===== config.mk =====
export PLATFORM = sky130hd
export DESIGN_NAME = count_bcd_display
export DESIGN_NICKNAME = d
export VERILOG_FILES = /design/src/rtl/count_bcd_pkg.sv /design/src/rtl/seg7_decode.sv /design/src/rtl/count_bcd_display.sv
export SDC_FILE = /design/constraint.sdc
export NUM_CORES = 1
export LEC_CHECK = 0
export ABC_AREA = 1
export BUFFER_PORTS_ARGS = -buffer_cell sky130_fd_sc_hd__buf_2
export CORE_ASPECT_RATIO = 1.75
export CORE_MARGIN = 2
export CORE_UTILIZATION = 35
export CTS_CLUSTER_DIAMETER = 80
export DETAILED_ROUTE_END_ITERATION = 7
export GPL_TIMING_DRIVEN = 0
export PLACE_DENSITY = 0.53
export SLEW_MARGIN = 5
export SYNTH_ARGS = -nofsm -noshare
export SYNTH_HDL_FRONTEND = slang
export SYNTH_SLANG_ARGS = --single-unit

===== constraint.sdc =====
create_clock -name clk -period 1.5 [get_ports clk]
set_clock_uncertainty 0.2 [all_clocks]
set_input_delay 0 -clock clk [delete_from_list [all_inputs] [get_ports clk]]
set_output_delay 0 -clock clk [all_outputs]
set_load 0.02 [all_outputs]

===== src/rtl/count_bcd_pkg.sv =====
// count_bcd_pkg: definitions shared by the count_bcd_display block.
//   state_t          FSM states of the display stage
//   SEG_0..SEG_9     active-low seven-segment codes (bit0=a .. bit6=g, bit7=dp)
//   SEG_BLANK        all segments off
//   NUM_DIGITS       number of decimal digits / displays
//   MAX_IN_WIDTH     widest binary input that still fits in NUM_DIGITS digits
package count_bcd_pkg;

  typedef enum logic [1:0] {
    IDLE,
    CONVERT,
    LOAD
  } state_t;

  localparam logic [7:0] SEG_BLANK = 8'hFF;
  localparam logic [7:0] SEG_0     = 8'hC0;
  localparam logic [7:0] SEG_1     = 8'hF9;
  localparam logic [7:0] SEG_2     = 8'hA4;
  localparam logic [7:0] SEG_3     = 8'hB0;
  localparam logic [7:0] SEG_4     = 8'h99;
  localparam logic [7:0] SEG_5     = 8'h92;
  localparam logic [7:0] SEG_6     = 8'h82;
  localparam logic [7:0] SEG_7     = 8'hF8;
  localparam logic [7:0] SEG_8     = 8'h80;
  localparam logic [7:0] SEG_9     = 8'h90;

  localparam int unsigned NUM_DIGITS   = 6;
  localparam int unsigned MAX_IN_WIDTH = 19;
  localparam int unsigned BCD_W        = 4 * NUM_DIGITS;
  // Wide enough to hold MAX_IN_WIDTH as an iteration count.
  localparam int unsigned CNT_W        = $clog2(MAX_IN_WIDTH + 1);

endpackage


===== src/rtl/seg7_decode.sv =====
// seg7_decode: one BCD digit to an active-low seven-segment pattern.
//   i_bcd  in   4  BCD digit
//   o_seg  out  8  segments, bit0=a .. bit6=g, bit7=dp (dp always off);
//                  codes above 9 decode to blank
module seg7_decode
  import count_bcd_pkg::*;
(
  input  logic [3:0] i_bcd,
  output logic [7:0] o_seg
);

  always_comb begin
    o_seg = SEG_BLANK;
    case (i_bcd)
      4'd0:    o_seg = SEG_0;
      4'd1:    o_seg = SEG_1;
      4'd2:    o_seg = SEG_2;
      4'd3:    o_seg = SEG_3;
      4'd4:    o_seg = SEG_4;
      4'd5:    o_seg = SEG_5;
      4'd6:    o_seg = SEG_6;
      4'd7:    o_seg = SEG_7;
      4'd8:    o_seg = SEG_8;
      4'd9:    o_seg = SEG_9;
      default: o_seg = SEG_BLANK;
    endcase
  end

endmodule


===== src/rtl/count_bcd_display.sv =====
// count_bcd_display: captures a binary counter value on a valid/ready
// handshake, converts it to decimal with a sequential shift-add-3 engine
// (one bit per cycle) and drives six active-low seven-segment displays.
//   clk          in   1         system clock
//   reset_n      in   1         asynchronous, active-low reset
//   in_value     in   IN_WIDTH  unsigned value to display
//   in_valid     in   1         in_value valid this cycle
//   in_ready     out  1         idle, a value can be accepted
//   update_done  out  1         one-cycle pulse when the displays change
//   hex0..hex5   out  8 each    digit 0 (LSD) .. digit 5, active-low
// Build option: define COUNT_BCD_DISPLAY_BLANK_EN for leading-zero blanking
// of hex1..hex5 (hex0 always shows its digit).
module count_bcd_display
  import count_bcd_pkg::*;
#(
  parameter int unsigned IN_WIDTH = 16
) (
  input  logic                clk,
  input  logic                reset_n,
  input  logic [IN_WIDTH-1:0] in_value,
  input  logic                in_valid,
  output logic                in_ready,
  output logic                update_done,
  output logic [7:0]          hex0,
  output logic [7:0]          hex1,
  output logic [7:0]          hex2,
  output logic [7:0]          hex3,
  output logic [7:0]          hex4,
  output logic [7:0]          hex5
);

  if ((IN_WIDTH == 0) || (IN_WIDTH > MAX_IN_WIDTH)) begin : g_bad_width
    $error("count_bcd_display: IN_WIDTH must be in 1..19");
  end

  state_t              r_state;
  state_t              w_state_next;
  logic [IN_WIDTH-1:0] r_shift;
  logic [BCD_W-1:0]    r_bcd;
  logic [CNT_W-1:0]    r_iter;
  logic [BCD_W-1:0]    r_digits;
  logic                r_update_done;

  logic                w_accept;
  logic [BCD_W-1:0]    w_bcd_adj;
  logic [BCD_W-1:0]    w_bcd_next;
  logic [IN_WIDTH-1:0] w_shift_next;
  logic [7:0]          w_seg [NUM_DIGITS];
  logic [7:0]          w_hex [NUM_DIGITS];

  // ---------------------------------------------------------------- FSM
  always_ff @(posedge clk or negedge reset_n) begin
    if (!reset_n) begin
      r_state <= IDLE;
    end else begin
      r_state <= w_state_next;
    end
  end

  always_comb begin
    w_state_next = r_state;
    in_ready     = 1'b0;
    case (r_state)
      IDLE: begin
        in_ready = 1'b1;
        if (in_valid) begin
          w_state_next = CONVERT;
        end
      end
      CONVERT: begin
        // r_iter counts down from IN_WIDTH; the iteration done with r_iter==1
        // is the last one.
        if (r_iter == CNT_W'(1)) begin
          w_state_next = LOAD;
        end
      end
      LOAD: begin
        w_state_next = IDLE;
      end
      default: begin
        w_state_next = IDLE;
      end
    endcase
  end

  assign w_accept    = in_valid && in_ready;
  assign update_done = r_update_done;

  // ------------------------------------------------- shift-add-3 datapath
  always_comb begin
    w_bcd_adj = r_bcd;
    for (int unsigned i = 0; i < NUM_DIGITS; i++) begin
      if (r_bcd[4*i +: 4] >= 4'd5) begin
        w_bcd_adj[4*i +: 4] = r_bcd[4*i +: 4] + 4'd3;
      end
    end
  end

  // {bcd, shift} shifted left as one long register.
  assign w_bcd_next   = {w_bcd_adj[BCD_W-2:0], r_shift[IN_WIDTH-1]};
  assign w_shift_next = r_shift << 1;

  always_ff @(posedge clk or negedge reset_n) begin
    if (!reset_n) begin
      r_shift       <= '0;
      r_bcd         <= '0;
      r_iter        <= '0;
      r_digits      <= '0;
      r_update_done <= 1'b0;
    end else begin
      r_update_done <= 1'b0;
      case (r_state)
        IDLE: begin
          if (w_accept) begin
            r_shift <= in_value;
            r_bcd   <= '0;
            r_iter  <= CNT_W'(IN_WIDTH);
          end
        end
        CONVERT: begin
          r_bcd   <= w_bcd_next;
          r_shift <= w_shift_next;
          r_iter  <= r_iter - CNT_W'(1);
        end
        LOAD: begin
          r_digits      <= r_bcd;
          r_update_done <= 1'b1;
        end
        default: ;
      endcase
    end
  end

  // ------------------------------------------------------- digit decode
  for (genvar k = 0; k < NUM_DIGITS; k++) begin : g_dec
    seg7_decode u_seg7_decode (
      .i_bcd (r_digits[4*k +: 4]),
      .o_seg (w_seg[k])
    );
  end

`ifdef COUNT_BCD_DISPLAY_BLANK_EN
  // Scan from the top digit down; a digit blanks while it and everything
  // above it is zero. hex0 is never blanked.
  always_comb begin
    logic v_zero_above;
    w_hex        = w_seg;
    v_zero_above = 1'b1;
    for (int unsigned k = NUM_DIGITS - 1; k >= 1; k--) begin
      v_zero_above = v_zero_above && (r_digits[4*k +: 4] == 4'd0);
      if (v_zero_above) begin
        w_hex[k] = SEG_BLANK;
      end
    end
  end
`else
  assign w_hex = w_seg;
`endif

  assign hex0 = w_hex[0];
  assign hex1 = w_hex[1];
  assign hex2 = w_hex[2];
  assign hex3 = w_hex[3];
  assign hex4 = w_hex[4];
  assign hex5 = w_hex[5];

endmodule

==> flow_summary.yaml, run 1 <==
synth:
  synth_top_area_share_pct: 40.5
  synth_area_leader_cell: "dfrtp_1"
  synthCells: 586
  netlist_area_mm2: 0.00444
  synth-seq-cells: 72
  ys_seq_area_share_pct: 40.5
  avgSynthCellArea_um2: 7.58
  synthTopCellsByArea: "dfrtp_1, nand2_1, ha_1"
  yosys_warnings: 0
  ys_types: 25
floorplan:
  core_area_mm2: 0.0124
  die_h_um: 153
  die_w_um: 89.2
  dieArea_mm2: 0.0137
  start_util_pct: 35.7
  std_cell_rows: 54
  ioPinCount: 69
finish:
  area_growth_pct: 56.7
  multiInputGateArea_mm2: 0.00288
  fillCellCount: 1162
  final_cells: 922
  final_nets: 813
  final_core_util_pct: 56.0
  seqCellArea_mm2: 0.00182
  n_antenna_cell: 0
  design_area_mm2: 0.00696
  drive_above_1_share_pct: 42.0
clock_tree:
  cts_htree_levels: 3
  path_clk_slew_ps: 60
  cts.sinks: 72
  numCtsBuffers: 9
  clk_latency_ps: 340
  cts_max_path_buffers: 2
  root_buffer: "clkbuf_16"
  cts_tree: "done"
global_route:
  gr-usage-met3_pct: 3.24
  met2_usage_pct: 34.1
  grt_use_total_pct: 17.8
  grt_max_degree: 38
  grtUsageMet1_pct: 17.6
  grt_pass1_vias: 4388
  antenna_found_initial: 0
  overflow: 0
  grt_pass1_wl_um: 19300
  globalRoute.busiestLayer: "met2"
sta:
  rsz0062_at_grt: "true"
  slew_viol_final: 0
  setup_viol: 42
  hold_ws_ps: -43.0
  period_minus_slack_ps: 1720
  hold_violations: 35
  fmax_mhz: 582
  worst_slack_ps: -219
  post-route-period-util_pct: 115
  setup-tns-final_ps: -5690
job:
  maxCapViolCount: 0
worst_setup_path:
  worstSetupPathType: "reg2out"
  slowest_stage: "dfrtp_2"
  path_buf_inv: 2
  worstSetupStartpointType: "register"
  critPathMaxStageDelay_ps: 450
  worstPathRequired_ps: 1300
  end_kind: "output pin"
  crit_chain: "buf_6 -> ha_4 -> nand2_2 -> o211ai_1 -> o21ai_1 -> buf_4"
  critPathTopFamily: "flip-flops"
  cp.arrival_ps: 1520
  worstPathMaxFanout: 4
detailed_routing:
  dr.pass1.iters: 4
  drt_drc_violations_left: 0
  num_vias: 4507
  ant_nets: 0
  wl_per_cell_um: 13.3
  initialDrtViolationCount: 177
  viasPerCell: 4.89
  drt_wl_total_um: 12200
placement:
  portBuffers: 62
  gp_congestion: 0.828
  dp_hpwl_um: 7780
  placedCellCount: 822
  placed_cell_area_mm2: 0.00501
hold_path:
  hold_class: "in2async"
power_and_ir_drop:
  total_leakage_power_uw: 0.00335
  power.density_mw_per_mm2: 2260
  total_power_uw: 15800
  vdd_drop_max_v: 0.00107
run_status:
  status: "finished, violations left"
  violations: "hold timing, setup timing"
path summary, 6_finish.rpt:
kind,from,slack [ps],to,cells after the start
hold / removal,reset_n,-40,r_shift[2],2
setup reg to reg,r_bcd[0],70,r_bcd[1],6
min in group clk,in_value[0],200,r_shift[0],4
hold reg to reg,r_shift[0],280,r_shift[0],2
max in group asynchronous,reset_n,550,r_digits[1],3
setup / recovery,r_digits[17],-220,hex4[4],6
repair_timing:
item / in CTS / in global routing
hold buffers: 18 / 0
hold endpoints to repair: 91 / 0
setup buffers: 39 / 29
gates resized for setup: 215 / 119
setup endpoints to repair: 95 / 92
pin swaps: 44 / 47
power breakdown:
group / leakage, uW / internal [uW] / switching (uW) / total (uW)
Combinational: 0.00235 / 4460 / 5360 / 9820
Sequential: 0.000845 / 2780 / 999 / 3780
Clock: 0.000146 / 1370 / 782 / 2150
Total: 0.00335 / 8620 / 7140 / 15800
per-layer routing:
layer  share of wire [%]  wire (um)  up-vias
met3                 2.6        322       26
met5                   0          0        -
met2                  57       7020       79
li1                    -          -     2220
met4                 2.9        350        0
met1                  37       4530     2182
sequential cells by signal (all words and copies together) (netlist names):
signal and cells:
r_bcd 24, r_digits 24, r_shift 16, r_iter 5, r_state 2, update_done 1
logic make-up (layout without fill, tap and decap cells):
| logic type | Yosys count | in the layout | synth area share [%] |
|---|---|---|---|
| AND/OR/NAND/NOR | 268 | 268 | 25.1 |
| AO/OA/AOI/OAI | 111 | 111 | 13.1 |
| buffers and inverters | 90 | 253 | 8.84 |
| flip-flops | 72 | 72 | 40.5 |
| adder cells (fa/ha/maj) | 44 | 44 | 12.4 |
| other | 1 | 6 | 0.0844 |
worst reg2reg max path: stages (launching register included):
cell     delay, ps
dfrtp_2        400
buf_4          140
ha_1           190
nand2_1        120
nand4_1        120
nand3_1        110
nand2_1         50
cells in the mapped netlist:
| cell type | n |
|---|---|
| o21bai_1 | 5 |
| o21ai_1 | 11 |
| nand2_1 | 176 |
| nand3_1 | 45 |
| o22ai_1 | 7 |
| conb_1 | 1 |
| nand4_1 | 12 |
| o211ai_1 | 2 |
| nor3_1 | 2 |
| inv_1 | 66 |
| nor2_1 | 28 |
| buf_2 | 8 |
| ha_1 | 44 |
| buf_6 | 2 |
| clkbuf_1 | 2 |
| nand3b_1 | 1 |
| a21oi_1 | 12 |
| dfrtp_1 | 72 |
| buf_4 | 8 |
| nand2_4 | 1 |
| nor2_2 | 1 |
| nand2_2 | 1 |
| inv_2 | 4 |
| o21ai_0 | 74 |
| nor4_1 | 1 |
metrics by stage:
stage,worst slack (ps),hold WS [ps]
after floorplan,51.7,-496
after global placement,-284,10.0
after detailed placement,-179,-199
after CTS,-190,-24.3
after global routing,-288,5.89
final,-219,-43.0
final cells by class:
cell class	count	share of cell area [%]
multi-input cells	429	41.4
clock inverters	2	0.557
inverters	70	4.13
repair buffers	149	18.9
clock buffers	13	3.74
plain buffers	19	2.01
well taps	168	3.02
flip-flops and latches	72	26.2
cell usage in the layout (no fill, tap or decap), types with 12 or more instances in the layout:
cell type        n
buf_2           22
buf_4           71
buf_6           50
dfrtp_1         55
dfrtp_2         17
dlygate4sd3_1   18
ha_1            18
ha_4            21
inv_1           32
inv_2           28
nand2_1        153
nand2_2         17
nand3_1         36
nand4_1         12
nor2_1          18
o21ai_0         22
o21ai_1         39
o21ai_2         17
Note: power is estimated with default switching activity, not from simulation.
==> inputs of run 2 (changes only) <==
- PLACE_DENSITY: 0.53 -> unset
- PLACE_DENSITY_LB_ADDON: unset -> 0.15
==> flow_summary.yaml, run 2 (synthesized netlist as in run 1, its figures left out) <==
sta:
  period_minus_slack_ps: 1720
  post-route-period-util_pct: 114
  setup_viol: 42
  rsz0062_at_grt: "true"
  setup-tns-final_ps: -5470
  worst_slack_ps: -216
  slew_viol_final: 0
  hold_ws_ps: -111
  hold_violations: 17
  fmax_mhz: 583
power_and_ir_drop:
  pwr-share-comb_pct: 59.8
  internal-power_uw: 8910
  total_leakage_power_uw: 0.00334
  p_seq_share_pct: 23.6
  power.density_mw_per_mm2: 2300
  vdd_drop_max_v: 0.00128
  switching_share_pct: 44.3
  pwr-share-clk_pct: 16.6
  total_power_uw: 16000
  switchingPower_uw: 7090
finish:
  area_growth_pct: 56.7
  final_cell_mix: "nand2_1, buf_4, dfrtp_1, buf_6, nand3_1"
  final_nets: 804
  final_cells: 914
  top_regs: "r_bcd (24), r_digits (24), r_shift (16)"
  n_antenna_cell: 0
  drive_above_1_share_pct: 40.3
  design_area_mm2: 0.00696
  layout_commonest_cell: "nand2_1"
hold_path:
  hold_class: "in2async"
clock_tree:
  hold_buffers: 19
  cts_tree: "done"
  cts_htree_levels: 3
  path_clk_slew_ps: 60
  root_buffer: "clkbuf_16"
  clk_latency_ps: 340
  numCtsBuffers: 9
  cts_max_path_buffers: 2
  cts.sinks: 72
floorplan:
  die_w_um: 89.2
  std_cell_rows: 54
  ioPinCount: 69
  core_area_mm2: 0.0124
  dieArea_mm2: 0.0137
  start_util_pct: 35.7
  die_h_um: 153
worst_setup_path:
  worstSetupStartpointType: "register"
  end_kind: "output pin"
  cp.arrival_ps: 1520
  worstPathRequired_ps: 1300
  worstPathMaxFanout: 4
  worstSetupPathType: "reg2out"
job:
  maxCapViolCount: 0
global_route:
  antenna_found_initial: 0
  grt_use_total_pct: 16.7
  grt_max_degree: 56
  overflow: 0
  grt_pass1_vias: 4204
  grt_pass1_wl_um: 18300
detailed_routing:
  num_vias: 4421
  ant_nets: 0
  dr.pass1.iters: 4
  wl_per_cell_um: 13.0
  viasPerCell: 4.84
  drt_wl_total_um: 11900
  drt_drc_violations_left: 0
  initialDrtViolationCount: 188
run_status:
  violations: "hold timing, setup timing"
  status: "finished, violations left"
placement:
  gp_congestion: 0.852
  dp_hpwl_um: 7590
  placed_cell_area_mm2: 0.00502
  portBuffers: 62
  placedCellCount: 822
run 2: changes by cell type in the layout (fill, tap and decap cells not counted), sizes merged:
cell,previous run,this run
bufinv,1,4
clkbuf,18,13
inv,70,69
buf,145,138
clkinv,1,3
run 2: path summary, 6_finish.rpt:
check,start,endpoint,slack [ps],cells after the start
max in group asynchronous,reset_n,r_digits[0],640,3
setup / recovery,r_digits[9],hex2[6],-220,5
setup reg to reg,r_bcd[5],r_bcd[5],70,8
min in group clk,in_value[0],r_shift[0],190,4
hold / removal,reset_n,r_state[0],-110,2
hold reg to reg,r_shift[9],r_shift[9],280,2
run 2: cell type report:
class / count / area (um2)
multi-input cells: 429 / 2900
inverters: 70 / 288
flip-flops and latches: 72 / 1820
well taps: 168 / 210
repair buffers: 140 / 1230
fillers: 1150 / 5470
clock buffers: 10 / 239
plain buffers: 19 / 144
clock inverters: 6 / 130
run 2: worst max-delay path: stages (launching register included):
cell     delay (ps)
dfrtp_2         460
buf_6           140
ha_4            140
o21ai_2         140
o21ai_0         120
buf_2           180
run 2: metal layers:
metal / GRT usage (%) / part of all wire [%]
met2: 31.2 / 57
met1: 17.9 / 39
met4: 6.18 / 2.0
met5: 0 / 0
met3: 2.97 / 2.5
run 2: stage by stage:
step | util [%] | setup WS (ps)
6_report | 56.0 | -216
5_1_grt | 56.0 | -289
4_1_cts | 51.5 | -195
3_5_place_dp | 40.3 | -159
3_3_place_gp | 40.1 | -279
2_1_floorplan | - | 51.7
run 2: power groups by stage:
| stage | clock, uW | combinational [uW] | sequential (uW) |
|---|---|---|---|
| global route | 2770 | 10500 | 3880 |
| finish | 2650 | 9570 | 3770 |
| floorplan | 0 | 4770 | 3370 |
| CTS | 2700 | 8290 | 3640 |
| global placement | 0 | 6350 | 3570 |
| detailed placement | 0 | 6500 | 3580 |
run 2: what timing repair did:
action                                  CTS  global route
pin swaps                                44            55
buffers inserted                         43            16
endpoints found under the setup margin   99           104
hold endpoints to repair                 91            17
cloned                                    0             0
resized for setup                       197           120
